### config.mk
export PLATFORM = sky130hd
export DESIGN_NAME = rot_stream
export DESIGN_NICKNAME = d
export VERILOG_FILES = /design/src/rtl/rot_stream_pkg.sv /design/src/rtl/rot_fifo.sv /design/src/rtl/rot_stream.sv
export SDC_FILE = /design/constraint.sdc
export NUM_CORES = 1
export LEC_CHECK = 0
export BUFFER_PORTS_ARGS = -buffer_cell sky130_fd_sc_hd__buf_2
export CAP_MARGIN = 10
export CELL_PAD_IN_SITES_DETAIL_PLACEMENT = 1
export CELL_PAD_IN_SITES_GLOBAL_PLACEMENT = 2
export CORE_MARGIN = 3
export CORE_UTILIZATION = 40
export CTS_BUF_LIST = sky130_fd_sc_hd__clkbuf_2
export DETAILED_ROUTE_END_ITERATION = 10
export PLACE_DENSITY = 0.86
export SYNTH_ARGS = -nofsm -noshare
export SYNTH_HDL_FRONTEND = slang
export SYNTH_SLANG_ARGS = --single-unit
### constraint.sdc
create_clock -name clk -period 2.1 [get_ports clk]
set_input_delay 0.105 -clock clk [delete_from_list [all_inputs] [get_ports clk]]
set_output_delay 0.105 -clock clk [all_outputs]
set_load 0.02 [all_outputs]
### src/rtl/rot_stream_pkg.sv
// Shared widths and the byte rotate used by the rot_stream datapath.
package rot_stream_pkg;

  localparam int unsigned DATA_W = 8;
  localparam int unsigned AMT_W  = 3;

  typedef logic [DATA_W-1:0] data_t;
  typedef logic [AMT_W-1:0]  amt_t;

  // Rotate right: the low amt bits wrap round to the top of the byte.
  function automatic data_t rotr(input data_t d, input amt_t amt);
    logic [2*DATA_W-1:0] dd;
    dd = {d, d} >> amt;
    return dd[DATA_W-1:0];
  endfunction

endpackage

### src/rtl/rot_fifo.sv
// Power-of-two output FIFO with occupancy count; full/empty come from registered level only.
module rot_fifo
  import rot_stream_pkg::*;
#(
  parameter int unsigned DEPTH = 4,
  parameter int unsigned WIDTH = DATA_W
) (
  input  logic                       clk_i,
  input  logic                       rst_ni,
  input  logic                       push_i,
  input  logic [WIDTH-1:0]           wdata_i,
  input  logic                       pop_i,
  output logic [WIDTH-1:0]           rdata_o,
  output logic [$clog2(DEPTH):0]     level_o,
  output logic                       full_o,
  output logic                       empty_o
);

  localparam int unsigned PtrW = (DEPTH > 1) ? $clog2(DEPTH) : 1;
  localparam int unsigned LvlW = $clog2(DEPTH) + 1;

  logic [WIDTH-1:0] mem_q [DEPTH];
  logic [PtrW-1:0]  wptr_q, wptr_d;
  logic [PtrW-1:0]  rptr_q, rptr_d;
  logic [LvlW-1:0]  level_q, level_d;
  logic             do_push, do_pop;

  assign full_o  = (level_q == LvlW'(DEPTH));
  assign empty_o = (level_q == '0);
  assign do_push = push_i && !full_o;
  assign do_pop  = pop_i && !empty_o;
  assign rdata_o = mem_q[rptr_q];
  assign level_o = level_q;

  // Pointers are exactly log2(DEPTH) wide, so wrap modulo DEPTH is natural overflow.
  always_comb begin
    wptr_d  = wptr_q;
    rptr_d  = rptr_q;
    level_d = level_q;
    if (do_push) wptr_d = wptr_q + PtrW'(1);
    if (do_pop)  rptr_d = rptr_q + PtrW'(1);
    unique case ({do_push, do_pop})
      2'b10:   level_d = level_q + LvlW'(1);
      2'b01:   level_d = level_q - LvlW'(1);
      default: level_d = level_q;
    endcase
  end

  always_ff @(posedge clk_i) begin
    if (!rst_ni) begin
      wptr_q  <= '0;
      rptr_q  <= '0;
      level_q <= '0;
    end else begin
      wptr_q  <= wptr_d;
      rptr_q  <= rptr_d;
      level_q <= level_d;
    end
  end

  always_ff @(posedge clk_i) begin
    if (rst_ni && do_push) begin
      mem_q[wptr_q] <= wdata_i;
    end
  end

endmodule

### src/rtl/rot_stream.sv
// Byte rotate stream: input stage S1 feeds a combinational rotate into an output FIFO.
module rot_stream
  import rot_stream_pkg::*;
#(
  parameter int unsigned DEPTH = 4,
  parameter int unsigned CNT_W = 16
) (
  input  logic                     clk,
  input  logic                     reset_n,
  input  logic                     in_valid,
  output logic                     in_ready,
  input  logic [DATA_W-1:0]        in_data,
  input  logic [AMT_W-1:0]         in_amt,
  output logic                     out_valid,
  input  logic                     out_ready,
  output logic [DATA_W-1:0]        out_data,
  output logic [$clog2(DEPTH):0]   level,
  output logic [CNT_W-1:0]         acc_cnt
);

  logic             s1_v_q, s1_v_d;
  data_t            s1_data_q, s1_data_d;
  amt_t             s1_amt_q, s1_amt_d;
  logic [CNT_W-1:0] acc_cnt_q, acc_cnt_d;

  logic  fifo_full, fifo_empty;
  logic  in_xfer, out_xfer, s1_push;
  data_t rot_data;

  // in_ready depends on registered state only, so it never waits on in_valid.
  assign in_ready  = !s1_v_q || !fifo_full;
  assign in_xfer   = in_valid && in_ready;
  assign s1_push   = s1_v_q && !fifo_full;
  assign out_valid = !fifo_empty;
  assign out_xfer  = out_valid && out_ready;
  assign rot_data  = rotr(s1_data_q, s1_amt_q);
  assign acc_cnt   = acc_cnt_q;

  always_comb begin
    s1_v_d    = s1_v_q;
    s1_data_d = s1_data_q;
    s1_amt_d  = s1_amt_q;
    acc_cnt_d = acc_cnt_q;
    if (s1_push) s1_v_d = 1'b0;
    if (in_xfer) begin
      s1_v_d    = 1'b1;
      s1_data_d = in_data;
      s1_amt_d  = in_amt;
      if (acc_cnt_q != '1) acc_cnt_d = acc_cnt_q + CNT_W'(1);
    end
  end

  always_ff @(posedge clk) begin
    if (!reset_n) begin
      s1_v_q    <= 1'b0;
      s1_data_q <= '0;
      s1_amt_q  <= '0;
      acc_cnt_q <= '0;
    end else begin
      s1_v_q    <= s1_v_d;
      s1_data_q <= s1_data_d;
      s1_amt_q  <= s1_amt_d;
      acc_cnt_q <= acc_cnt_d;
    end
  end

  rot_fifo #(
    .DEPTH (DEPTH),
    .WIDTH (DATA_W)
  ) u_fifo (
    .clk_i   (clk),
    .rst_ni  (reset_n),
    .push_i  (s1_push),
    .wdata_i (rot_data),
    .pop_i   (out_xfer),
    .rdata_o (out_data),
    .level_o (level),
    .full_o  (fifo_full),
    .empty_o (fifo_empty)
  );

  // A stalled head must not move, and occupancy can never pass DEPTH.
  a_head_stable: assert property (@(posedge clk) disable iff (!reset_n)
    (out_valid && !out_ready) |=> $stable(out_data));
  a_level_bound: assert property (@(posedge clk) disable iff (!reset_n)
    level <= ($clog2(DEPTH) + 1)'(DEPTH));

endmodule
Yosys cells after proc, flatten, opt, wreduce, memory -nomap -nowiden
Memories as Yosys holds them, arrays and structs flattened. A register that Yosys moved wholly into a read port is not among the register bits.
Cells that the tools add are included.
{"block": "op_classes", "mux": 7, "eq_ne": 4, "reduce_logical": 14, "shifts": 1, "n_addsub": 5}
{"cell": "adder 16 x 1 -> 16 bit, second input constant", "n": 1}
{"cell": "inequality test 16 bit, second input constant", "n": 1}
{"cell": ">> shifter 16 x 3 -> 8 bit", "n": 1}
{"cell": "logical AND 1 bit", "n": 6}
{"cell": "one-hot mux 3 bit (2 select lines)", "n": 1}
{"cell": "adder 2 x 1 -> 2 bit, second input constant", "n": 2}
{"cell": "two-way mux 1 bit", "n": 4}
{"cell": "two-way mux 2 bit", "n": 2}
{"cell": "nonzero test 2 bit", "n": 2}
{"cell": "adder 3 x 1 -> 3 bit, second input constant", "n": 1}
{"cell": "equality test 3 bit, second input constant", "n": 1}
{"cell": "logical NOT 1 bit", "n": 3}
{"cell": "logical NOT 3 bit", "n": 1}
{"cell": "subtractor 3 x 1 -> 3 bit, second input constant", "n": 1}
{"cell": "equality test 2 x 1 -> 1 bit, second input constant", "n": 1}
{"cell": "equality test 2 bit, second input constant", "n": 1}
{"cell": "AND reduction 2 bit", "n": 1}
{"cell": "logical OR 1 bit", "n": 1}
{"block": "totals", "mem_count": 1, "regBits": 35, "ram_bits": 32, "elab_cells": 39}
{"memory": "u_fifo.mem_q", "words": 4, "word_bits": 8, "rd": 1, "rd_clocked_by_memory_dff": 1, "wr": 1, "line": "rot_fifo.sv:22", "text": "logic [WIDTH-1:0] mem_q [DEPTH];"}

Logic depth before layout (Yosys ltp)
Gate-level depths: netlist of run 1.
{"block": "depth", "depth_word": 7, "depth_mapped": 9, "mapped_depth_nobuf": 9}

By module
A second synthesis of run 1 with hierarchy kept.
{"block": "unflattened", "cells_unflattened": 263, "hier_area_um2": 3144.3}
{"mod": "rot_fifo", "cells_each": 96, "n_inst": 1, "area_each_um2": 1644.1}
{"mod": "rot_stream", "cells_each": 167, "n_inst": 1, "area_each_um2": 1500.2}

Worst setup path before layout of run 1
OpenSTA, ideal clock, no wires.
{"block": "synth_timing", "path_type": "reg2reg", "from": "reg u_fifo.level_q[0] (netlist: u_fifo.level_o[0])", "to": "reg u_fifo.level_q[2] (netlist: u_fifo.level_o[2])", "path_stages_with_launch": 10, "setup_ps": 70, "period_less_slack_ps": 2095, "n_path_buf": 0, "path_slack_ps": 5, "required_ps": 2030, "arrival_time_ps": 2025, "cell_sequence": "dfxtp_1 -> inv_1 -> a31oi_1 -> inv_1 -> ha_1 -> inv_1 -> fa_1 -> xor2_1 -> or3_1 -> a21oi_1"}
{"block": "synth_via", "elab_chain_len": 6}
{"element": "start, declared", "line": "rot_fifo.sv:25", "text": "logic [LvlW-1:0] level_q, level_d;"}
{"element": "start signal, assigned", "line": "rot_fifo.sv:57", "text": "level_q <= level_d;"}
{"element": "equality test 3 bit or logical NOT 3 bit (tied branches)", "line": "rot_fifo.sv:28, rot_fifo.sv:29"}
{"element": "logical NOT 1 bit (on tied branches)"}
{"element": "logical AND 1 bit (on tied branches)", "line": "rot_stream.sv:33, rot_stream.sv:35"}
{"element": "logical AND 1 bit (on tied branches)", "line": "rot_fifo.sv:30, rot_fifo.sv:31"}
{"element": "equality test 2 x 1 -> 1 bit or equality test 2 bit (tied branches)", "line": "rot_fifo.sv:42", "text": "unique case ({do_push, do_pop})"}
{"element": "one-hot mux 3 bit (2 select lines) or nonzero test 2 bit (tied branches)"}
Several ways; a longest one is shown, not always the timed one.
A chain may end at the register's enable or synchronous reset.

Worst setup path in the final report of run 1
{"block": "layout_timing", "from": "reg u_fifo.level_q[1] (netlist: u_fifo.level_o[1])", "to": "reg u_fifo.level_q[2] (netlist: u_fifo.level_o[2])"}
The elaborated chain is that of the path after synthesis.

==> results.toml, run 1 <==
[power]
leakagePower_nw = 1.419
power.total_mw = 3.083
peakVddDrop_mv = 0.2460
power.density_nw_per_um2 = 807.2

[timing]
worst_pin_slew_ns = 0.5400
fin_crit_sh = 0.9369
finalHoldViolations = 0
max_freq_ghz = 0.5083
finalCriticalPeriod_ns = 1.967
skew_ns = 0.03301
finalSetupTns_ns = 0
whs_ns = 0.05651
relSlewSlack = 0.6396
final-max-slew-violation-count = 0
setup_violations = 0

[yosys]
ys_seq_area_frac = 0.5298
synth-async-reset-ratio = 0
synthMuxAreaShare = 0.1527
ys_ff_latch = 69
synth_top_area_frac = 0.2992
yosysWarningCount = 0
yosysMostFrequentCell = "dfxtp_1"
syn_nets = 285
syn_area_per_cell_um2 = 12.21
synth_edf_count = 32
synth_top_family_by_area = "simple AND/OR/NAND/NOR gates"
synth_common_cells = "37 x dfxtp_1, 34 x nand2_1, 32 x edfxtp_1"
synthAdderAreaFrac = 0.02961
yosysTopAreaCell = "edfxtp_1"
synth.distinct_cells = 44
ys.flop_type = "dfxtp_1"
netlist_area_um2 = 3212
synth_compound_area_frac = 0.07480
synth_area_leaders = "edfxtp_1 30%, dfxtp_1 23%, mux4_2 11%, a21oi_1 4.1%, nand2_1 4.0%"
synthXorXnorAreaFrac = 0.01363
synth-simple-area-share = 0.1683
synth_cells = 263

[die]
fp.dieArea_um2 = 9140
num_rows = 32
io_pins = 44
die_w_um = 95.61
start_util = 0.4135
die_h_um = 95.61
core-area_um2 = 7767

[cts]
clkLatencyLatePin_ns = 0.52
clock_path_buffers = 2
cts-root-buf = "clkbuf_2"
htreeDepth = 3
clk_pin_slew_ns = 0.21
clock-sinks = 69
cts_buffers = 9
cts_tree = "yes"

[hold_path]
hold_depth = 4
hold_end = "u_fifo.rptr_q[0]$_SDFFE_PN0N_"
hold_class = "in -> reg"
hold_start = "out_ready"

[placement]
gp_congestion = 0.7525
hpwl_um = 5008
place_area_um2 = 3556
port_buffers = 43

[worst_setup_path]
r2r_setup_slack_ns = 0.13
crit_chain = "o31a_1, ha_1, inv_1, fa_1, xor2_1, or3_1, a21oi_1"
cp_max_fo = 6
cp_slowest_cell = "dfxtp_1"
rr_worst_depth = 7
cp.required_ns = 2.57
cp_top_family = "adder cells"
critical-path-max-stage-delay_ns = 0.45
critPathArrivalTime_ns = 2.43
end_kind = "flip-flop"
r2r_end = "u_fifo.level_o[2]$_SDFFE_PN0P_"
r2r_start = "u_fifo.level_o[1]$_SDFFE_PN0P_"
crit_path_start = "u_fifo.level_o[1]$_SDFFE_PN0P_"
critPathLaunchType = "flip-flop"
critPathBufInv = 1
critPathKind = "reg -> reg"

[global_routing]
grt_pass1_vias = 2378
grt_pass1_wl_um = 11700
grt_max_degree = 19
grt_overflow_total = 0
antenna_found_initial = 0
grt_usage = 0.1708

[drt]
drc = 0
first_iter_violations = 74
vias_per_cell = 5.295
wire_per_inst_um = 16.31
antenna_left = 0
vias = 2298
wl_um = 7077
firstDrtPassIters = 4

[cells_and_area]
nFillCells = 871
syn2layout_area_growth_pct = 18.89
finalInstanceArea_um2 = 3819
diodes = 0
drive_gt1_frac = 0.3163
fin_nets = 349

[run_status]
status = "completed"

[job]
drv_cap = 0
## sequential cells by signal, indices dropped and copies added, names as in the netlist, named ones only
| register | count |
|---|---|
| u_fifo.mem_q | 32 |
| u_fifo.wptr_q | 2 |
| u_fifo.level_o | 3 |
| s1_v_q | 1 |
| acc_cnt | 16 |
| s1_amt_q | 3 |
| u_fifo.rptr_q | 2 |
| s1_data_q | 8 |
## metrics by stage
stage	setup slack, ns	cells	utilization
2_1_floorplan	0.004586	263	-
3_3_place_gp	0.2073	404	0.4578
3_5_place_dp	0.1503	404	0.4578
4_1_cts	0.09783	433	0.4900
5_1_grt	-0.001277	434	0.4916
6_report	0.1325	434	0.4916
## placed cells by master (no fill, tap or decap), types with 2 or more instances in the layout
| master | count |
|---|---|
| or3_1 | 4 |
| dfxtp_1 | 34 |
| nor2_1 | 9 |
| nor4_1 | 2 |
| edfxtp_1 | 32 |
| mux4_2 | 16 |
| clkinv_2 | 2 |
| o21ai_1 | 4 |
| buf_2 | 43 |
| and3_1 | 5 |
| ha_1 | 6 |
| a21oi_1 | 26 |
| dfxtp_2 | 2 |
| nand4_1 | 5 |
| xor2_1 | 3 |
| and2_1 | 3 |
| dlygate4sd3_1 | 13 |
| clkinv_4 | 2 |
| or4_1 | 9 |
| mux2i_1 | 4 |
| clkbuf_2 | 9 |
| nand3_1 | 2 |
| buf_4 | 10 |
| mux2_2 | 8 |
| o31ai_1 | 8 |
| nand2b_1 | 3 |
| nand2_1 | 34 |
| xnor2_1 | 2 |
| inv_1 | 9 |
| nand4_2 | 2 |
## worst max-delay path by stage
stage                                           endpoint  slack, ns  cells after the start
after detailed placement  u_fifo.level_o[2]$_SDFFE_PN0P_       0.15                      7
after global routing      u_fifo.level_o[2]$_SDFFE_PN0P_     -0.001                      9
final                     u_fifo.level_o[2]$_SDFFE_PN0P_       0.13                      7
after global placement    u_fifo.level_o[2]$_SDFFE_PN0P_       0.21                      7
after floorplan           u_fifo.level_o[2]$_SDFFE_PN0P_      0.005                      9
after CTS                 u_fifo.level_o[2]$_SDFFE_PN0P_        0.1                      7
## per-layer routing
layer,vias to the layer above,share of wire,GRT usage
met2,41,0.50,0.2872
met3,7,0.035,0.03552
met5,-,0,0
met1,1127,0.45,0.2092
li1,1123,-,-
met4,0,0.013,0.07938
## kinds of logic (layout without fill, tap and decap cells)
group                    count (synthesis)  after routing
AO/OA/AOI/OAI                           42             42
XOR/XNOR                                 5              5
buffers and inverters                   22             91
AND/OR/NAND/NOR                         90             90
flip-flops                              69             69
adder cells (fa/ha/maj)                  7              7
multiplexers                            28             28
## report_power, final
| part | switching, mW | internal [mW] | leakage, nW |
|---|---|---|---|
| clock | 0.496 | 0.278 | 0.0723 |
| combinational | 0.359 | 0.330 | 0.750 |
| sequential | 0.115 | 1.50 | 0.597 |
| total | 0.971 | 2.11 | 1.42 |
## worst min-delay path, stage by stage
cell and delay (ns):
buf_2 0.08, o31a_1 0.19, xnor2_1 0.10, nor2_1 0.08
## cell type report
| class | count | area, um2 | area share |
|---|---|---|---|
| clock buffers | 9 | 45.04 | 0.01180 |
| well taps | 102 | 127.6 | 0.03342 |
| multi-input cells | 172 | 1410 | 0.3693 |
| flip-flops and latches | 69 | 1708 | 0.4472 |
| repair buffers | 66 | 420.4 | 0.1101 |
| clock inverters | 7 | 73.82 | 0.01933 |
| inverters | 9 | 33.78 | 0.008847 |
## what timing repair did
item | in CTS | in global routing
hold buffers | 13 | 0
gates resized for setup | 1 | 3
setup buffers | 0 | 1
endpoints found under the setup margin | 8 | 1
hold endpoints to repair | 16 | 0
Power figures use the tool's default switching activity.
==> run 2, diff against run 1 <==
- ABC_AREA: not set -> 1
- CORE_UTILIZATION: 40 -> 36
==> results.toml, run 2 <==
[cts]
clock-sinks = 69
clkLatencyLatePin_ns = 0.50
htreeDepth = 3
cts_tree = "yes"
clk_pin_slew_ns = 0.21
clock_path_buffers = 2
cts_buffers = 9
post-cts-setup-buffers = 0
cts-root-buf = "clkbuf_2"

[power]
p_sw_mw = 1.179
leakagePower_nw = 1.520
peakVddDrop_mv = 0.2587
combPwrFrac = 0.257
power.density_nw_per_um2 = 849.9
pwr-share-seq = 0.488
p_int_mw = 2.096
switching_share = 0.3601
power_frac_clock = 0.254

[worst_setup_path]
critPathArrivalTime_ns = 2.32
critPathKind = "reg -> reg"
critical-path-max-stage-delay_ns = 0.39
critPathLaunchType = "flip-flop"
critPathBufInv = 1
cp.required_ns = 2.51
cp_slowest_cell = "dfxtp_2"
crit_chain = "nor2_4, nand2_1, nand2_2, ha_1, inv_1, fa_1, a21oi_1, o21ai_0, o21ai_1, a21oi_1"
cpMostUsedCell = "a21oi_1"
end_kind = "flip-flop"
cp_top_family = "adder cells"
cp_max_fo = 5

[drt]
firstDrtPassIters = 4
vias_per_cell = 4.991
vias = 2800
wire_per_inst_um = 13.84
wl_um = 7767
drc = 0
antenna_left = 0
first_iter_violations = 58

[cells_and_area]
largest_reg_flops = 32
syn2layout_area_growth_pct = 17.02
nFillCells = 1094
drive_gt1_frac = 0.1943
fin_util = 0.4376
fin_nets = 470
diodes = 0
layout_common_cells = "84 x nor2_1, 62 x nand2_1, 48 x o21ai_0"
mostFrequentLayoutCell = "nor2_1"
regMostFlops = "u_fifo.mem_q"

[timing]
worst_pin_slew_ns = 0.5373
setup_slack_ns = 0.1873
max_freq_ghz = 0.5228
setup_violations = 0
rsz0062_at_grt = "no"
skew_ns = 0.02086
final-max-slew-violation-count = 0
finalCriticalPeriod_ns = 1.913
fin_crit_sh = 0.9108
finalSetupTns_ns = 0
relSlewSlack = 0.6380
finalHoldViolations = 0

[hold_path]
hold_class = "in -> reg"

[global_routing]
grt_overflow_total = 0
antenna_found_initial = 0
grt_pass1_wl_um = 13210
grt_max_degree = 35
grt_usage = 0.1622
grt_pass1_vias = 2777

[yosys]
syn_area_per_cell_um2 = 8.444
synthXorXnorAreaFrac = 0
synth_top_area_frac = 0.2918
netlist_area_um2 = 3293
ys.flop_type = "dfxtp_1"
synth_edf_count = 32
synth_compound_area_frac = 0.1341
synth_cells = 390
yosysMostFrequentCell = "nor2_1"
synthMuxAreaShare = 0
ys_seq_area_frac = 0.5167
synth_common_cells = "84 x nor2_1, 63 x nand2_1, 49 x o21ai_0"
yosysTopAreaCell = "edfxtp_1"
yosysWarningCount = 0
synth-simple-area-share = 0.2648
synth_top_family_by_area = "simple AND/OR/NAND/NOR gates"
synthAdderAreaFrac = 0.02888
synth-async-reset-ratio = 0
syn_nets = 412
synth_area_leaders = "edfxtp_1 29%, dfxtp_1 22%, nor2_1 9.6%, o21ai_0 7.4%, nand2_1 7.2%"
ys_ff_latch = 69
synth.distinct_cells = 30

[die]
die_h_um = 101.6
die_w_um = 101.6
start_util = 0.3740
fp.dieArea_um2 = 10330
core-area_um2 = 8806
io_pins = 44
num_rows = 34

[placement]
hpwl_um = 5625
port_buffers = 43
gp_congestion = 0.7652
preCtsSetupSlack_ns = 0.1193

[job]
drv_cap = 0

[run_status]
status = "completed"
## run 2: layer usage
metal  GRT usage  vias up  wire, um
li1            -     1424         -
met1      0.2171     1325      3750
met2      0.2611       41      3659
met3     0.02824       10       228
met4     0.06442        0       128
met5           0        -         0
## run 2: worst register-to-register path, stage by stage, from the launching register on
cell and delay (ns):
dfxtp_2 0.39, nor2_4 0.16, nand2_1 0.11, nand2_2 0.11
ha_1 0.15, inv_1 0.07, fa_1 0.38, a21oi_1 0.15
o21ai_0 0.12, o21ai_1 0.14, a21oi_1 0.05
## run 2: power groups by stage
stage | registers (mW) | clock network [mW] | logic (mW)
global placement | 1.62 | 0 | 0.812
CTS | 1.60 | 0.869 | 0.857
floorplan | 1.64 | 0 | 0.551
finish | 1.60 | 0.833 | 0.842
detailed placement | 1.63 | 0 | 0.841
global route | 1.62 | 0.933 | 0.960
## run 2: repair_timing
item	in CTS	in global routing
endpoints found under the setup margin	0	1
resized for setup	0	4
hold buffers	11	0
hold endpoints to repair	11	0
## run 2: logic make-up (layout without fill, tap and decap cells)
group,count (synthesis),count (layout)
AOI/OAI and AO/OA,85,85
adders and majority gates,7,7
buffers and inverters,40,103
DFF,69,69
and+or+nand+nor,189,189
## run 2: final timing paths
| check | start | endpoint | slack (ns) | cells after the start |
|---|---|---|---|---|
| setup / recovery | u_fifo.level_o[1]$_SDFFE_PN0P_ | u_fifo.level_o[2]$_SDFFE_PN0P_ | 0.19 | 10 |
| hold / removal | out_ready | flip-flop | 0.08 | 4 |
| setup reg to reg | u_fifo.level_o[1]$_SDFFE_PN0P_ | u_fifo.level_o[2]$_SDFFE_PN0P_ | 0.19 | 10 |
| hold reg to reg | u_fifo.rptr_q[1]$_SDFFE_PN0N_ | u_fifo.rptr_q[1]$_SDFFE_PN0N_ | 0.49 | 2 |
## run 2: per-stage QoR
step	std cells	cell area, um2	hold WS (ns)	total power [mW]
floorplan	390	3293	0.2434	2.189
global route	561	3854	0.04036	3.509
detailed placement	534	3611	0.3646	2.469
finish	561	3854	0.07967	3.275
global placement	534	3611	0.3625	2.432
CTS	561	3849	0.02831	3.326
## run 2: area by class of cell
| type | instances | area (um2) | area share |
|---|---|---|---|
| Multi-Input combinational cell | 281 | 1411 | 0.3662 |
| Tap cell | 108 | 135.1 | 0.03507 |
| Sequential cell | 69 | 1704 | 0.4422 |
| Timing Repair Buffer | 61 | 377.9 | 0.09805 |
| Inverter | 26 | 97.59 | 0.02532 |
| Clock buffer | 9 | 45.04 | 0.01169 |
| Clock inverter | 7 | 82.58 | 0.02143 |
==> run 3, diff against run 2 <==
--- a/config.mk
+++ b/config.mk
@@ -13,6 +13,6 @@
 export CORE_MARGIN = 3
-export CORE_UTILIZATION = 36
-export CTS_BUF_LIST = sky130_fd_sc_hd__clkbuf_2
+export CORE_UTILIZATION = 34
+export CTS_BUF_LIST = sky130_fd_sc_hd__clkbuf_4 sky130_fd_sc_hd__clkbuf_8 sky130_fd_sc_hd__clkbuf_16
 export DETAILED_ROUTE_END_ITERATION = 10
-export PLACE_DENSITY = 0.86
+export PLACE_DENSITY = 0.82
 export SYNTH_ARGS = -nofsm -noshare
--- a/constraint.sdc
+++ b/constraint.sdc
@@ -3,2 +3,2 @@
 set_output_delay 0.105 -clock clk [all_outputs]
-set_load 0.02 [all_outputs]
+set_load 0.005 [all_outputs]
==> results.toml, run 3 (synthesized netlist as in run 2, its figures left out) <==
[worst_setup_path]
critical-path-max-stage-delay_ns = 0.37
cpMostUsedCell = "a21oi_1"
end_kind = "flip-flop"
r2r_setup_slack_ns = 0.23
cp_max_fo = 5
cp_slowest_cell = "dfxtp_1"
cp.required_ns = 2.32
critPathArrivalTime_ns = 2.09
r2r_end = "u_fifo.level_o[2]$_SDFFE_PN0P_"
critPathKind = "reg -> reg"
crit_chain = "nor2_4, nand2_1, nand2_2, ha_1, inv_1, fa_1, a21oi_1, o21ai_0, o21ai_1, a21oi_1"
rr_worst_depth = 10
critPathLaunchType = "flip-flop"
r2r_start = "u_fifo.level_o[1]$_SDFFE_PN0P_"

[placement]
place_area_um2 = 3637
placed_cells = 555
port_buffers = 43
gp_congestion = 0.7798
hpwl_um = 5809

[run_status]
status = "completed"

[drt]
drc = 0
wl_um = 8164
vias = 2784
vias_per_cell = 4.867
wire_per_inst_um = 14.27
firstDrtPassIters = 4
antenna_left = 0
first_iter_violations = 106

[timing]
relSlewSlack = 0.5988
finalCriticalPeriod_ns = 1.872
whs_ns = 0.02095
skew_ns = 0.007590
max_freq_ghz = 0.5342
fin_crit_sh = 0.8915
worst_pin_slew_ns = 0.5955
setup_violations = 0
finalSetupTns_ns = 0
final-max-slew-violation-count = 0
finalHoldViolations = 0

[cells_and_area]
largest_reg_flops = 32
fin_nets = 460
regMostFlops = "u_fifo.mem_q"
final_cells = 572
finalInstanceArea_um2 = 3862
nFillCells = 1154
drive_gt1_frac = 0.1964
mostFrequentLayoutCell = "nor2_1"
layout_common_cells = "84 x nor2_1, 62 x nand2_1, 48 x o21ai_0"
syn2layout_area_growth_pct = 17.29
diodes = 0

[cts]
cts_buffers = 9
clock_path_buffers = 2
cts_tree = "yes"
cts_hold_buffers = 0
htreeDepth = 3
clkLatencyLatePin_ns = 0.34
clock-sinks = 69
cts-root-buf = "clkbuf_8"
clk_pin_slew_ns = 0.08

[die]
die_w_um = 104.4
num_rows = 35
io_pins = 44
core-area_um2 = 9328
start_util = 0.3531
fp.dieArea_um2 = 10900
die_h_um = 104.4

[global_routing]
antenna_found_initial = 0
grt_pass1_wl_um = 13740
grt_overflow_total = 0
grt_usage = 0.1552
grt_pass1_vias = 2808
grt_max_degree = 35

[hold_path]
hold_start = "in_data[5]"
hold_end = "s1_data_q[5]$_SDFFE_PN0P_"
hold_depth = 3
hold_class = "in -> reg"

[power]
power.density_nw_per_um2 = 914.3
power.total_mw = 3.531
peakVddDrop_mv = 0.3138
leakagePower_nw = 1.514

[job]
drv_cap = 0
==> run 3: critical path, delay by kind of cell, from the launching register on <==
kind,cells,cell delay (ns)
adder cells (fa/ha/maj),2,0.52
AO/OA/AOI/OAI,4,0.45
flip-flops,1,0.37
AND/OR/NAND/NOR,3,0.35
buffers and inverters,1,0.06
==> run 3: what timing repair did <==
action / in CTS / in global routing
buffers inserted: 0 / 1
gates resized for setup: 0 / 3
setup endpoints to repair: 0 / 1
==> run 3: how the worst max path moves through the flow <==
stage,depth (start not counted),end,start,slack (ns)
final,10,u_fifo.level_o[2]$_SDFFE_PN0P_,u_fifo.level_o[1]$_SDFFE_PN0P_,0.23
after global placement,10,u_fifo.level_o[2]$_SDFFE_PN0P_,u_fifo.level_o[1]$_SDFFE_PN0P_,0.20
after CTS,10,u_fifo.level_o[2]$_SDFFE_PN0P_,u_fifo.level_o[1]$_SDFFE_PN0P_,0.13
after detailed placement,10,u_fifo.level_o[2]$_SDFFE_PN0P_,u_fifo.level_o[1]$_SDFFE_PN0P_,0.14
after global routing,10,u_fifo.level_o[2]$_SDFFE_PN0P_,u_fifo.level_o[1]$_SDFFE_PN0P_,-0.0007
after floorplan,9,u_fifo.level_o[2]$_SDFFE_PN0P_,u_fifo.level_o[2]$_SDFFE_PN0P_,0.28
==> run 3: layout make-up <==
cell class | count | area, um2 | share of cell area
Timing Repair Buffer | 51 | 275.3 | 0.07127
Sequential cell | 69 | 1703 | 0.4409
Inverter | 26 | 97.59 | 0.02527
Multi-Input combinational cell | 281 | 1411 | 0.3654
Clock buffer | 9 | 123.9 | 0.03207
Tap cell | 129 | 161.4 | 0.04179
Clock inverter | 7 | 90.09 | 0.02332
==> run 3: through the flow <==
stage / utilization / setup WS [ns]
CTS: 0.4129 / 0.1308
detailed placement: 0.3899 / 0.1358
floorplan: - / 0.2763
global placement: 0.3899 / 0.2000
global route: 0.4141 / -0.0007325
finish: 0.4141 / 0.2279
==> run 3: metal layers <==
metal | share of wire | vias to the layer above | track usage
li1 | - | 1407 | -
met1 | 0.49 | 1328 | 0.2091
met2 | 0.47 | 40 | 0.2477
met3 | 0.029 | 9 | 0.02731
met4 | 0.013 | 0 | 0.06078
met5 | 0 | - | 0
==> run 3: where the power goes <==
| group | total [mW] | internal, mW | switching [mW] |
|---|---|---|---|
| Sequential | 1.60 | 1.51 | 0.0830 |
| Combinational | 0.742 | 0.285 | 0.457 |
| Clock | 1.19 | 0.663 | 0.529 |
| Total | 3.53 | 2.46 | 1.07 |
